$ cat src/rtl/adder_sub_pkg.sv
// Shared definitions for the adder/subtractor datapath and its result buffer.
package adder_sub_pkg;

  // Op tag carried alongside every result.
  typedef enum logic {
    OP_ADD = 1'b0,
    OP_SUB = 1'b1
  } op_e;

  // Width of the saturating drop counter.
  localparam int DROP_CNT_W = 8;

endpackage

$ cat src/rtl/adder_sub_result_mem.sv
// Storage array for the result buffer: one synchronous write port and one
// asynchronous read port. The array is not reset; validity is tracked by the
// pointers in the parent.
module adder_sub_result_mem #(
  parameter int WIDTH = 6,
  parameter int DEPTH = 8,
  parameter int AW    = 3
) (
  input  logic             clk,
  input  logic             we,
  input  logic [AW-1:0]    waddr,
  input  logic [WIDTH-1:0] wdata,
  input  logic [AW-1:0]    raddr,
  output logic [WIDTH-1:0] rdata
);

  logic [WIDTH-1:0] mem_q [DEPTH];

  // Write the addressed entry on the rising edge when enabled.
  always_ff @(posedge clk) begin
    if (we) begin
      mem_q[waddr] <= wdata;
    end
  end

  assign rdata = mem_q[raddr];

endmodule

$ cat src/rtl/adder_sub_result_buffer.sv
// Result buffer behind the adder/subtractor: stores {op tag, result} in a
// first-word-fall-through FIFO and hands entries to the consumer.
//
// Handshake: out_valid/out_ready follow strict valid/ready semantics. An entry
// is transferred on a rising edge where out_valid and out_ready are both high;
// out_valid never depends combinationally on out_ready or in_valid, and once
// raised it stays high with stable out_data/out_ctrl until that transfer (or
// a reset/clear). The producer side has no backpressure: in_valid is a strobe,
// and a result arriving while the buffer is full with no same-cycle pop is
// dropped and counted.
module adder_sub_result_buffer
  import adder_sub_pkg::*;
#(
  parameter int DATA_WIDTH = 4,
  parameter int DEPTH      = 8
) (
  input  logic                    clk,
  input  logic                    rst,
  input  logic                    clr,
  input  logic                    in_valid,
  input  logic                    in_ctrl,
  input  logic [DATA_WIDTH:0]     in_data,
  output logic                    out_valid,
  input  logic                    out_ready,
  output logic                    out_ctrl,
  output logic [DATA_WIDTH:0]     out_data,
  output logic [$clog2(DEPTH):0]  count,
  output logic                    full,
  output logic                    empty,
  output logic [DROP_CNT_W-1:0]   drop_cnt
);

  localparam int AW = $clog2(DEPTH);
  localparam int PW = AW + 1;
  localparam int MW = DATA_WIDTH + 2;
  localparam logic [PW-1:0] FULL_XOR = {1'b1, {AW{1'b0}}};
  localparam logic [DROP_CNT_W-1:0] DROP_MAX = {DROP_CNT_W{1'b1}};

  logic [PW-1:0]         wr_ptr_q, wr_ptr_d;
  logic [PW-1:0]         rd_ptr_q, rd_ptr_d;
  logic [DROP_CNT_W-1:0] drop_cnt_q, drop_cnt_d;

  logic    pop;
  logic    push;
  logic    drop;
  logic    mem_we;
  op_e     in_op;
  logic [MW-1:0] mem_wdata;
  logic [MW-1:0] mem_rdata;

  // Occupancy flags come straight from the extended pointers.
  assign empty     = (wr_ptr_q == rd_ptr_q);
  assign full      = ((wr_ptr_q ^ rd_ptr_q) == FULL_XOR);
  assign count     = wr_ptr_q - rd_ptr_q;
  assign out_valid = !empty;
  assign drop_cnt  = drop_cnt_q;

  // A pop while full frees a slot, so a same-cycle push is still accepted.
  assign pop  = out_valid & out_ready;
  assign push = in_valid & (!full | pop);
  assign drop = in_valid & full & !pop;

  // A clear discards any push of the same cycle, so keep it out of the array.
  assign mem_we    = push & !clr;
  assign in_op     = op_e'(in_ctrl);
  assign mem_wdata = {in_op, in_data};

  adder_sub_result_mem #(
    .WIDTH (MW),
    .DEPTH (DEPTH),
    .AW    (AW)
  ) u_mem (
    .clk   (clk),
    .we    (mem_we),
    .waddr (wr_ptr_q[AW-1:0]),
    .wdata (mem_wdata),
    .raddr (rd_ptr_q[AW-1:0]),
    .rdata (mem_rdata)
  );

  // Head entry falls through directly; forced to zero while nothing is held.
  always_comb begin
    out_data = '0;
    out_ctrl = 1'b0;
    if (!empty) begin
      out_data = mem_rdata[DATA_WIDTH:0];
      out_ctrl = mem_rdata[DATA_WIDTH+1];
    end
  end

  // Next-state for pointers and drop counter; clear overrides everything.
  always_comb begin
    wr_ptr_d   = wr_ptr_q;
    rd_ptr_d   = rd_ptr_q;
    drop_cnt_d = drop_cnt_q;
    if (clr) begin
      wr_ptr_d   = '0;
      rd_ptr_d   = '0;
      drop_cnt_d = '0;
    end else begin
      if (push) begin
        wr_ptr_d = wr_ptr_q + 1'b1;
      end
      if (pop) begin
        rd_ptr_d = rd_ptr_q + 1'b1;
      end
      if (drop && (drop_cnt_q != DROP_MAX)) begin
        drop_cnt_d = drop_cnt_q + 1'b1;
      end
    end
  end

  // State registers with asynchronous active-low reset.
  always_ff @(posedge clk or negedge rst) begin
    if (!rst) begin
      wr_ptr_q   <= '0;
      rd_ptr_q   <= '0;
      drop_cnt_q <= '0;
    end else begin
      wr_ptr_q   <= wr_ptr_d;
      rd_ptr_q   <= rd_ptr_d;
      drop_cnt_q <= drop_cnt_d;
    end
  end

endmodule
$ cat config.mk
export PLATFORM = sky130hd
export DESIGN_NAME = adder_sub_result_buffer
export DESIGN_NICKNAME = d
export VERILOG_FILES = /design/src/rtl/adder_sub_pkg.sv /design/src/rtl/adder_sub_result_mem.sv /design/src/rtl/adder_sub_result_buffer.sv
export SDC_FILE = /design/constraint.sdc
export NUM_CORES = 1
export LEC_CHECK = 0
export BUFFER_PORTS_ARGS = -buffer_cell sky130_fd_sc_hd__buf_2
export CAP_MARGIN = 20
export CORE_ASPECT_RATIO = 1.4
export CORE_MARGIN = 1
export CORE_UTILIZATION = 62
export DETAILED_ROUTE_END_ITERATION = 10
export GPL_TIMING_DRIVEN = 1
export HOLD_SLACK_MARGIN = 0.08
export PLACE_DENSITY_LB_ADDON = 0.15
export SYNTH_ARGS = -nofsm -noshare
export SYNTH_HDL_FRONTEND = slang
export SYNTH_SLANG_ARGS = --single-unit
$ cat constraint.sdc
create_clock -name clk -period 8.4 [get_ports clk]
set_input_delay 0.84 -clock clk [delete_from_list [all_inputs] [get_ports clk]]
set_output_delay 0.84 -clock clk [all_outputs]
set_load 0.01 [all_outputs]
Word level (Yosys, flattened, before mapping) --
Memory sizes are Yosys's and may differ from the RTL's. Cells that the tools add are included.
Operators by class: reductions and logical operators 8, shift operators 0, add/subtract/negate cells 4, magnitude comparators 0, equality and inequality tests 3, multiply operators 0, div/mod/pow operators 0, bitwise logic cells 7, muxes and demuxes 10
Operator list (number):
- 4-bit two-way mux | 4
- 8-bit two-way mux | 2
- 4-bit by 1-bit adder with 4-bit output, second input constant | 2
- 8-bit by 1-bit adder with 8-bit output, second input constant | 1
- 8-bit != test, second input constant | 1
- 2-bit nonzero test | 3
- 1-bit bitwise AND | 5
- 5-bit two-way mux | 1
- 4-bit == test | 1
- 4-bit == test, second input constant | 1
- 1-bit zero test | 4
- 4-bit subtractor | 1
- 4-bit XOR | 1
- 1-bit two-way mux | 3
- 1-bit logical AND | 1
- 1-bit OR | 1
Word-level totals: ROM bits 0, input bits 11, memories kept 1, RAM bits 48, bits in latches 0, output and inout bits 21, logic and storage cells 36, flip-flop bits (word level) 16
Memory list:
- u_mem.mem_q | words 8, bits a word 6, read ports 1, clocked after memory_dff 0, write ports 1, RTL line adder_sub_result_mem.sv:17 | logic [WIDTH-1:0] mem_q [DEPTH];

Depth between registers and ports, before layout --
Gate-level depths: netlist (run 1).
word-level depth 8, gate-level depth with buffers 8, mapped depth without buffers 6

By module --
A second synthesis (run 1) with hierarchy kept.
Unflattened totals: cells, all modules 195, area, all modules 2946.6 µm²
Modules (own cells, without submodules):
- adder_sub_result_mem | instances 1, cells each 82, area an instance 1901.8 µm², sequential area each 1441.4 µm²
- adder_sub_result_buffer | instances 1, cells each 113, area an instance 1044.8 µm², sequential area each 400.4 µm²

Worst setup path after synthesis (run 1) --
OpenSTA, ideal clock, no wires.
path kind reg-to-reg, start reg rd_ptr_q[1], end mem u_mem.mem_q[1][0] (enable), clock period less this slack 2780 ps, required time 8023 ps, stages on the path, launching flop included 8, setup slack 5620 ps, setup time 377 ps, path buffers 1, arrival time 2403 ps, cell sequence dfrtp_1 > clkbuf_1 > inv_1 > ha_1 > nand3_1 > o31ai_1 > or3_1 > nor3_1
On the way: longest elaborated chain between the ends 8, elaborated cells between the ends (all ways) 11, classes of those cells 2 x eq/ne; 2 x mux; 5 x bitwise; 2 x reduce/logical
RTL lines:
- from (decl) | RTL line adder_sub_result_buffer.sv:40 | logic [PW-1:0] rd_ptr_q, rd_ptr_d;
- from (signal assigned) | RTL line adder_sub_result_buffer.sv:121 | rd_ptr_q <= rd_ptr_d;
- 4-bit XOR or 4-bit == test (tied branches) | RTL line adder_sub_result_buffer.sv:53, adder_sub_result_buffer.sv:52
- 4-bit == test or 1-bit zero test (tied branches)
- 1-bit zero test or 1-bit bitwise AND (tied branches) | RTL line adder_sub_result_buffer.sv:60, adder_sub_result_buffer.sv:59
- 1-bit OR * | RTL line adder_sub_result_buffer.sv:60 | assign push = in_valid & (!full | pop);
- 1-bit bitwise AND * | RTL line adder_sub_result_buffer.sv:60
- 1-bit bitwise AND * | RTL line adder_sub_result_buffer.sv:64 | assign mem_we = push & !clr;
- 1-bit two-way mux * | RTL line adder_sub_result_mem.sv:21 | if (we) begin
- 1-bit two-way mux (not written as such) * | RTL line adder_sub_result_mem.sv:22 | mem_q[waddr] <= wdata;
- to (decl) | RTL line adder_sub_result_mem.sv:17
Every way passes the cells marked *; elsewhere a longest branch is shown, timed or not.

Worst setup path after layout (run 1) --
start reg rd_ptr_q[1], end out out_data[2]
On the way: longest elaborated chain between the ends 2, elaborated cells between the ends (all ways) 3, classes of those cells 1 x eq/ne; 1 x mux; 1 x memory
RTL lines:
- memory 8 x 6 bit or 4-bit == test (tied branches)
- 5-bit two-way mux * | RTL line adder_sub_result_buffer.sv:85 | if (!empty) begin
- to (decl) | RTL line adder_sub_result_buffer.sv:26 | output logic [DATA_WIDTH:0] out_data,
Marked as above.

==> results of run 1 <==
area by class of cell:
class | count | share of cell area
clock buffer | 13 | 0.0490
clock inverter | 3 | 0.0131
inverter | 11 | 0.0127
multi-input combinational | 116 | 0.287
sequential | 64 | 0.568
tap | 60 | 0.0231
timing repair buffer | 31 | 0.0478
cells in the final DEF (no fill, tap or decap), drive strengths merged:
master / n
edfxtp: 48
buf: 31
nand2: 20
nor2: 16
dfrtp: 16
clkbuf: 13
mux4: 12
a21oi: 11
inv: 10
ha: 6
xnor2: 5
or4: 5
xor2: 4
nand3: 4
o31ai: 4
or3: 3
nor3: 3
o21ai: 3
mux2i: 3
o311ai: 3
o211ai: 3
a21o: 2
o41ai: 2
and3: 2
clkinv: 2
nand2b: 1
or4b: 1
and4: 1
nand4: 1
fa: 1
bufinv: 1
clkinvlp: 1
metrics by stage:
stage / power, mW / hold slack, ns / util
floorplan: 0.449 / 0.544 / -
global route: 0.780 / 0.426 / 0.753
finish: 0.753 / 0.407 / 0.753
global placement: 0.491 / 0.517 / 0.706
detailed placement: 0.494 / 0.544 / 0.706
CTS: 0.759 / 0.407 / 0.753
kinds of logic after synthesis:
group / count (synthesis) / share of synthesized area
DFF: 64 / 0.647
and+or+nand+nor: 57 / 0.0963
AOI/OAI and AO/OA: 28 / 0.0638
buffers and inverters: 19 / 0.0259
muxes: 15 / 0.106
xor gates and xnor gates: 9 / 0.0277
adders and majority gates: 7 / 0.0334
path summary, 6_finish.rpt:
path                                endpoint  slack [ns]  cells after the start
min                              drop_cnt[3]        0.41                      1
max                              out_data[2]        4.93                      6
max in group asynchronous        rd_ptr_q[2]        7.72                      1
min reg2reg                      drop_cnt[2]        0.55                      1
max reg2reg                u_mem.mem_q[1][2]        5.05                      5
min in group clk                 drop_cnt[2]        0.55                      1
worst register-to-register path, stage by stage (launching register included):
cell and delay, ns:
dfrtp_1 0.91, ha_1 0.38, nand3_1 0.25, o31ai_1 0.22, or3_1 0.42, nor3_1 0.78
power by group through the flow:
stage / clock [mW] / sequential, mW / combinational (mW)
floorplan: 0 / 0.358 / 0.0918
global placement: 0 / 0.371 / 0.120
detailed placement: 0 / 0.372 / 0.122
CTS: 0.270 / 0.366 / 0.124
global route: 0.279 / 0.367 / 0.134
finish: 0.265 / 0.364 / 0.123
flip-flops by register name, summed over array words and instances (netlist names):
name and count:
u_mem.mem_q 48, rd_ptr_q 4, wr_ptr_q 4, drop_cnt 8
per-layer routing:
layer,share of wire,global-route usage,vias up,wire (um)
li1,-,-,824,-
met1,0.39,0.300,863,2160
met2,0.53,0.436,64,2890
met3,0.045,0.0545,18,245
met4,0.038,0.183,0,208
met5,0,0,-,0
==> run metrics, run 1 <==
Max Root-Sink Buffers 2; Setup Skew 0.0117 ns; RSZ-0062 raised after global routing false; Syn-to-layout area delta 14.0%; Inserted Diodes 0; Max VDD drop 0.187 mV; Flop pwr share 0.484; Worst setup SP type flop; vias per cell 5.94; mean post-synth cell area 14.3 um^2; 1st-pass router iterations 4; first-pass GRT wire length 8.69 mm; Setup WS post-layout 4.93 ns; # fillers 283; largest net degree at the start of global routing 18; DRT antenna net count 0; via count 1769; worst reg2reg path startpoint rd_ptr_q[0]; Fin. Hold Viols 0; Pleak 1.24 nW; Worst-Margin Slew 0.990 ns; Critical Path Max Stage Delay 0.79 ns; Max FO, Critical Path 17; share of post-route cells with drive strength above 1 0.244; chip width 59.3 um; power per cell area 232 nW/um^2; clock tree from TritonCTS yes; Initial Util 0.660; CP startpoint rd_ptr_q[1]; CP Cell Sequence inv_1, ha_1, nand3_1, nor2_1, a21oi_1, buf_2; final worst-path cycle share 0.413; Clk pin slew, worst setup/hold paths 0.07 ns; CTS H-Tree Depth 3; WL per Instance 18.5 um; clk_lat worst skew 0.34 ns; Cells after Synth 199; Sw Pwr 0.195 mW; status complete, no violations; most instantiated cells after synthesis edfxtp_1 (48), nand2_1 (20), dfrtp_1 (16), nor2_1 (16), mux4_2 (12); Ys Warns 0; core box area 4310 um^2; dominant cells by area after synthesis edfxtp_1 (51%), dfrtp_1 (14%), mux4_2 (9.5%); Synth Net Count 217; Max Cap Violations 0; DPL Wire Length 3.74 mm; Synth Flop Type edfxtp_1; Worst setup EP type output port; Post-synth EDFFs 48; Critical Path RT 7.56 ns; most numerous cell in the Yosys netlist edfxtp_1; HP Class input pin to asynchronous set/reset pin; final WL 5.50 mm; max_slew headroom 0.335; pre-CTS setup slack 5.01 ns; Post-route DRC 0; IO Port Bufs 31; Net Sw Frac 0.259; register area 1840 um^2; initial antenna violation count 0; Synth async-reset ratio 0.250; Synth cell types 31; postcts setup bufs 0; DIE HEIGHT 82.2 um; vias in the first global route 1823; Clock power frac 0.352; CP max stage cell dfrtp_1; CTS Sinks 64; internal power 0.558 mW; critical path arrival 2.63 ns; Total GRT Usage 0.262; Sum Neg Setup Slack 0 ns; Finish-stage setup viols 0; initial DRC count 155; Root Buffer clkbuf_8; GRT overflow 0; num ports 32; final std cells w/o fill 298; Placed Area 3040 um^2; fin crit period 3.47 ns; Slew Limit Fails 0; TritonCTS Buffers 9; Final nets 251; Yosys top cell area share 0.507; Crit Path Category flop to output port; Yosys top cell by area edfxtp_1; Comb power frac 0.164; Cells after DPL 282; sequential area share after synthesis 0.647; # rows 28; number of synthesized register bits 64; maximum clock rate 288 MHz; Syn Std Cell Area 2850 um^2; Hold Buf Count CTS 0; die area 4870 um^2; Final Cell Area 3240 um^2; area of the multi-input gates 930 um^2; critical path's top delay family flip-flops; routability cong. 0.819; CP Buf/Inv Count 2; post-CTS sizing 0
(Power assumes the default switching activity.)
==> inputs of run 2 (changes only) <==
--- a/config.mk
+++ b/config.mk
@@ -9,7 +9,7 @@
 export CAP_MARGIN = 20
 export CORE_ASPECT_RATIO = 1.4
 export CORE_MARGIN = 1
-export CORE_UTILIZATION = 62
+export CORE_UTILIZATION = 52
 export DETAILED_ROUTE_END_ITERATION = 10
 export GPL_TIMING_DRIVEN = 1
 export HOLD_SLACK_MARGIN = 0.08
==> constraint.sdc (replaced) <==
create_clock -name clk -period 3.1 [get_ports clk]
set_input_delay 0.31 -clock clk [delete_from_list [all_inputs] [get_ports clk]]
set_output_delay 0.31 -clock clk [all_outputs]
set_load 0.01 [all_outputs]
==> run metrics, run 2 (synthesis gave the netlist of run 1 again) <==
Post-route DRC 0 (unchanged); commonest non-fill, non-tap cell in the layout edfxtp_1; met3 usage 0.0625 (+0.00798); Comb power frac 0.190 (+0.026); Max Root-Sink Buffers 2 (unchanged); clk_lat worst skew 0.34 ns (about the same); GRT overflow 0 (unchanged); initial antenna violation count 0 (unchanged); Layout Utilization 0.633 (-0.120); Slew Limit Fails 0 (unchanged); max_slew headroom 0.392 (+0.0574); GR peak layer met2; # rows 31 (+11%); Max Cap Violations 0 (unchanged); # fillers 417 (+47%); Reg with most FFs u_mem.mem_q; CTS H-Tree Depth 3 (unchanged); first-pass GRT wire length 9.17 mm (+5.5%); Flop pwr share 0.456 (-0.028); final WL 5.81 mm (+5.7%); Fin. Hold Viols 0 (unchanged); Hold Buf Count CTS 1 (+1); Root Buffer clkbuf_8; GRT met2 Usage 0.419 (-0.0168); Net Sw Frac 0.252 (-0.00630); Clock power frac 0.355 (+0.003); Worst-Margin Slew 0.905 ns (-0.0855 ns); critical path arrival 2.64 ns (about the same); vias per cell 5.69 (-4.1%); die area 5780 um^2 (+19%); most frequent cells in the layout edfxtp_1 (48), buf_2 (31), nand2_1 (20); CTS Sinks 64 (unchanged); final worst-path cycle share 0.865; register area 1840 um^2 (unchanged); fin crit period 2.68 ns; met1 Track Usage GR 0.235 (-0.0648); status complete, no violations; post-CTS sizing 0 (unchanged); postcts setup bufs 0 (unchanged); num ports 32 (unchanged); HP Class input pin to flop; Sum Neg Setup Slack 0 ns (unchanged); maximum clock rate 373 MHz; Syn-to-layout area delta 16.5%; Worst setup EP type flop; Critical Path RT 3.06 ns (-4.50 ns); Total GRT Usage 0.230 (-0.0326); DPL Wire Length 4.08 mm (+9.2%); Pleak 1.28 nW (+3.2%); internal power 1.56 mW (+180%); number of flip-flops in the largest register 48 (unchanged); Critical Path Max Stage Delay 0.71 ns (-0.08 ns); Placed Area 3100 um^2 (+2.0%); area of the multi-input gates 930 um^2 (unchanged); 1st-pass router iterations 4 (unchanged); Setup Skew 0.00692 ns (-0.00474 ns); via count 1776 (+0.40%); Sw Pwr 0.527 mW (+170%); Clk pin slew, worst setup/hold paths 0.06 ns (about the same); routability cong. 0.911 (+11%); share of post-route cells with drive strength above 1 0.252 (+0.00834); Worst setup SP type flop; Initial Util 0.543 (-0.117); DIE HEIGHT 89.5 um (+9.0%); Crit Path Category flop to flop; DRT antenna net count 0 (unchanged); chip width 64.5 um (+8.9%); power per cell area 629 nW/um^2 (+170%); Max FO, Critical Path 8 (-9); Max VDD drop 0.411 mV (+120%); IO Port Bufs 31 (unchanged); core box area 5240 um^2 (+22%); Final nets 259 (+3.2%); TritonCTS Buffers 9 (unchanged); CP max stage cell nor3_1; vias in the first global route 1884 (+3.3%); WL per Instance 18.6 um (+0.93%); initial DRC count 120 (-23%); Final Cell Area 3320 um^2 (+2.2%); total power draw 2.09 mW (+180%); RSZ-0062 raised after global routing false; largest net degree at the start of global routing 18 (unchanged); clock tree from TritonCTS yes; Finish-stage setup viols 0 (unchanged); Inserted Diodes 0 (unchanged); CP Cell Sequence clkinv_1, ha_1, nand3_1, o31ai_1, or3_1, nor3_1
run 2: cell types whose count changed in the layout (fill, tap and decap cells not counted):
cell | before | now
buf_4 | 0 | 7
dlygate4sd3_1 | 0 | 1
bufinv_16 | 1 | 2
clkinvlp_4 | 1 | 0
clkbuf_8 | 11 | 9
clkinv_1 | 1 | 4
clkinv_2 | 1 | 0
run 2: layer usage:
layer / routed length [um] / up-vias
li1: - / 836
met1: 2190 / 888
met2: 3250 / 39
met3: 241 / 13
met4: 136 / 0
met5: 0 / -
run 2: final timing paths:
path	to	startpoint	slack (ns)	cells past startpoint
min	u_mem.mem_q[4][5]	in_ctrl	0.27	1
max in group asynchronous	drop_cnt[1]	rst	2.39	2
min in group asynchronous	rd_ptr_q[3]	rst	0.42	2
max reg2reg	u_mem.mem_q[0][0]	rd_ptr_q[2]	0.42	6
min reg2reg	drop_cnt[2]	drop_cnt[2]	0.57	1
max	u_mem.mem_q[0][0]	rd_ptr_q[2]	0.42	6
run 2: metrics by stage:
stage	hold WS [ns]	setup slack [ns]	std cells
detailed placement	0.247	0.415	295
global placement	0.242	0.507	295
finish	0.268	0.419	312
global route	0.240	0.247	312
CTS	0.244	0.404	312
floorplan	0.0144	0.320	199
run 2: area by class of cell:
class / count / share of cell area
inverters: 11 / 0.0125
clock buffers: 11 / 0.0396
multi-input cells: 116 / 0.280
well taps: 66 / 0.0249
repair buffers: 39 / 0.0657
flip-flops and latches: 64 / 0.555
clock inverters: 5 / 0.0215
run 2: worst max-delay path, delay by kind of cell (launching register included):
family          cells  cell delay (ns)
compound gates      1             0.10
fa+ha+maj           1             0.36
buf+inv             1             0.14
flops               1             0.47
simple gates        3             1.22
run 2: power by group through the flow:
stage	Clock, mW	Sequential [mW]	Combinational (mW)
floorplan	0	0.969	0.249
global placement	0	0.968	0.393
detailed placement	0	0.969	0.399
CTS	0.755	0.951	0.403
global route	0.795	0.952	0.436
finish	0.740	0.951	0.396
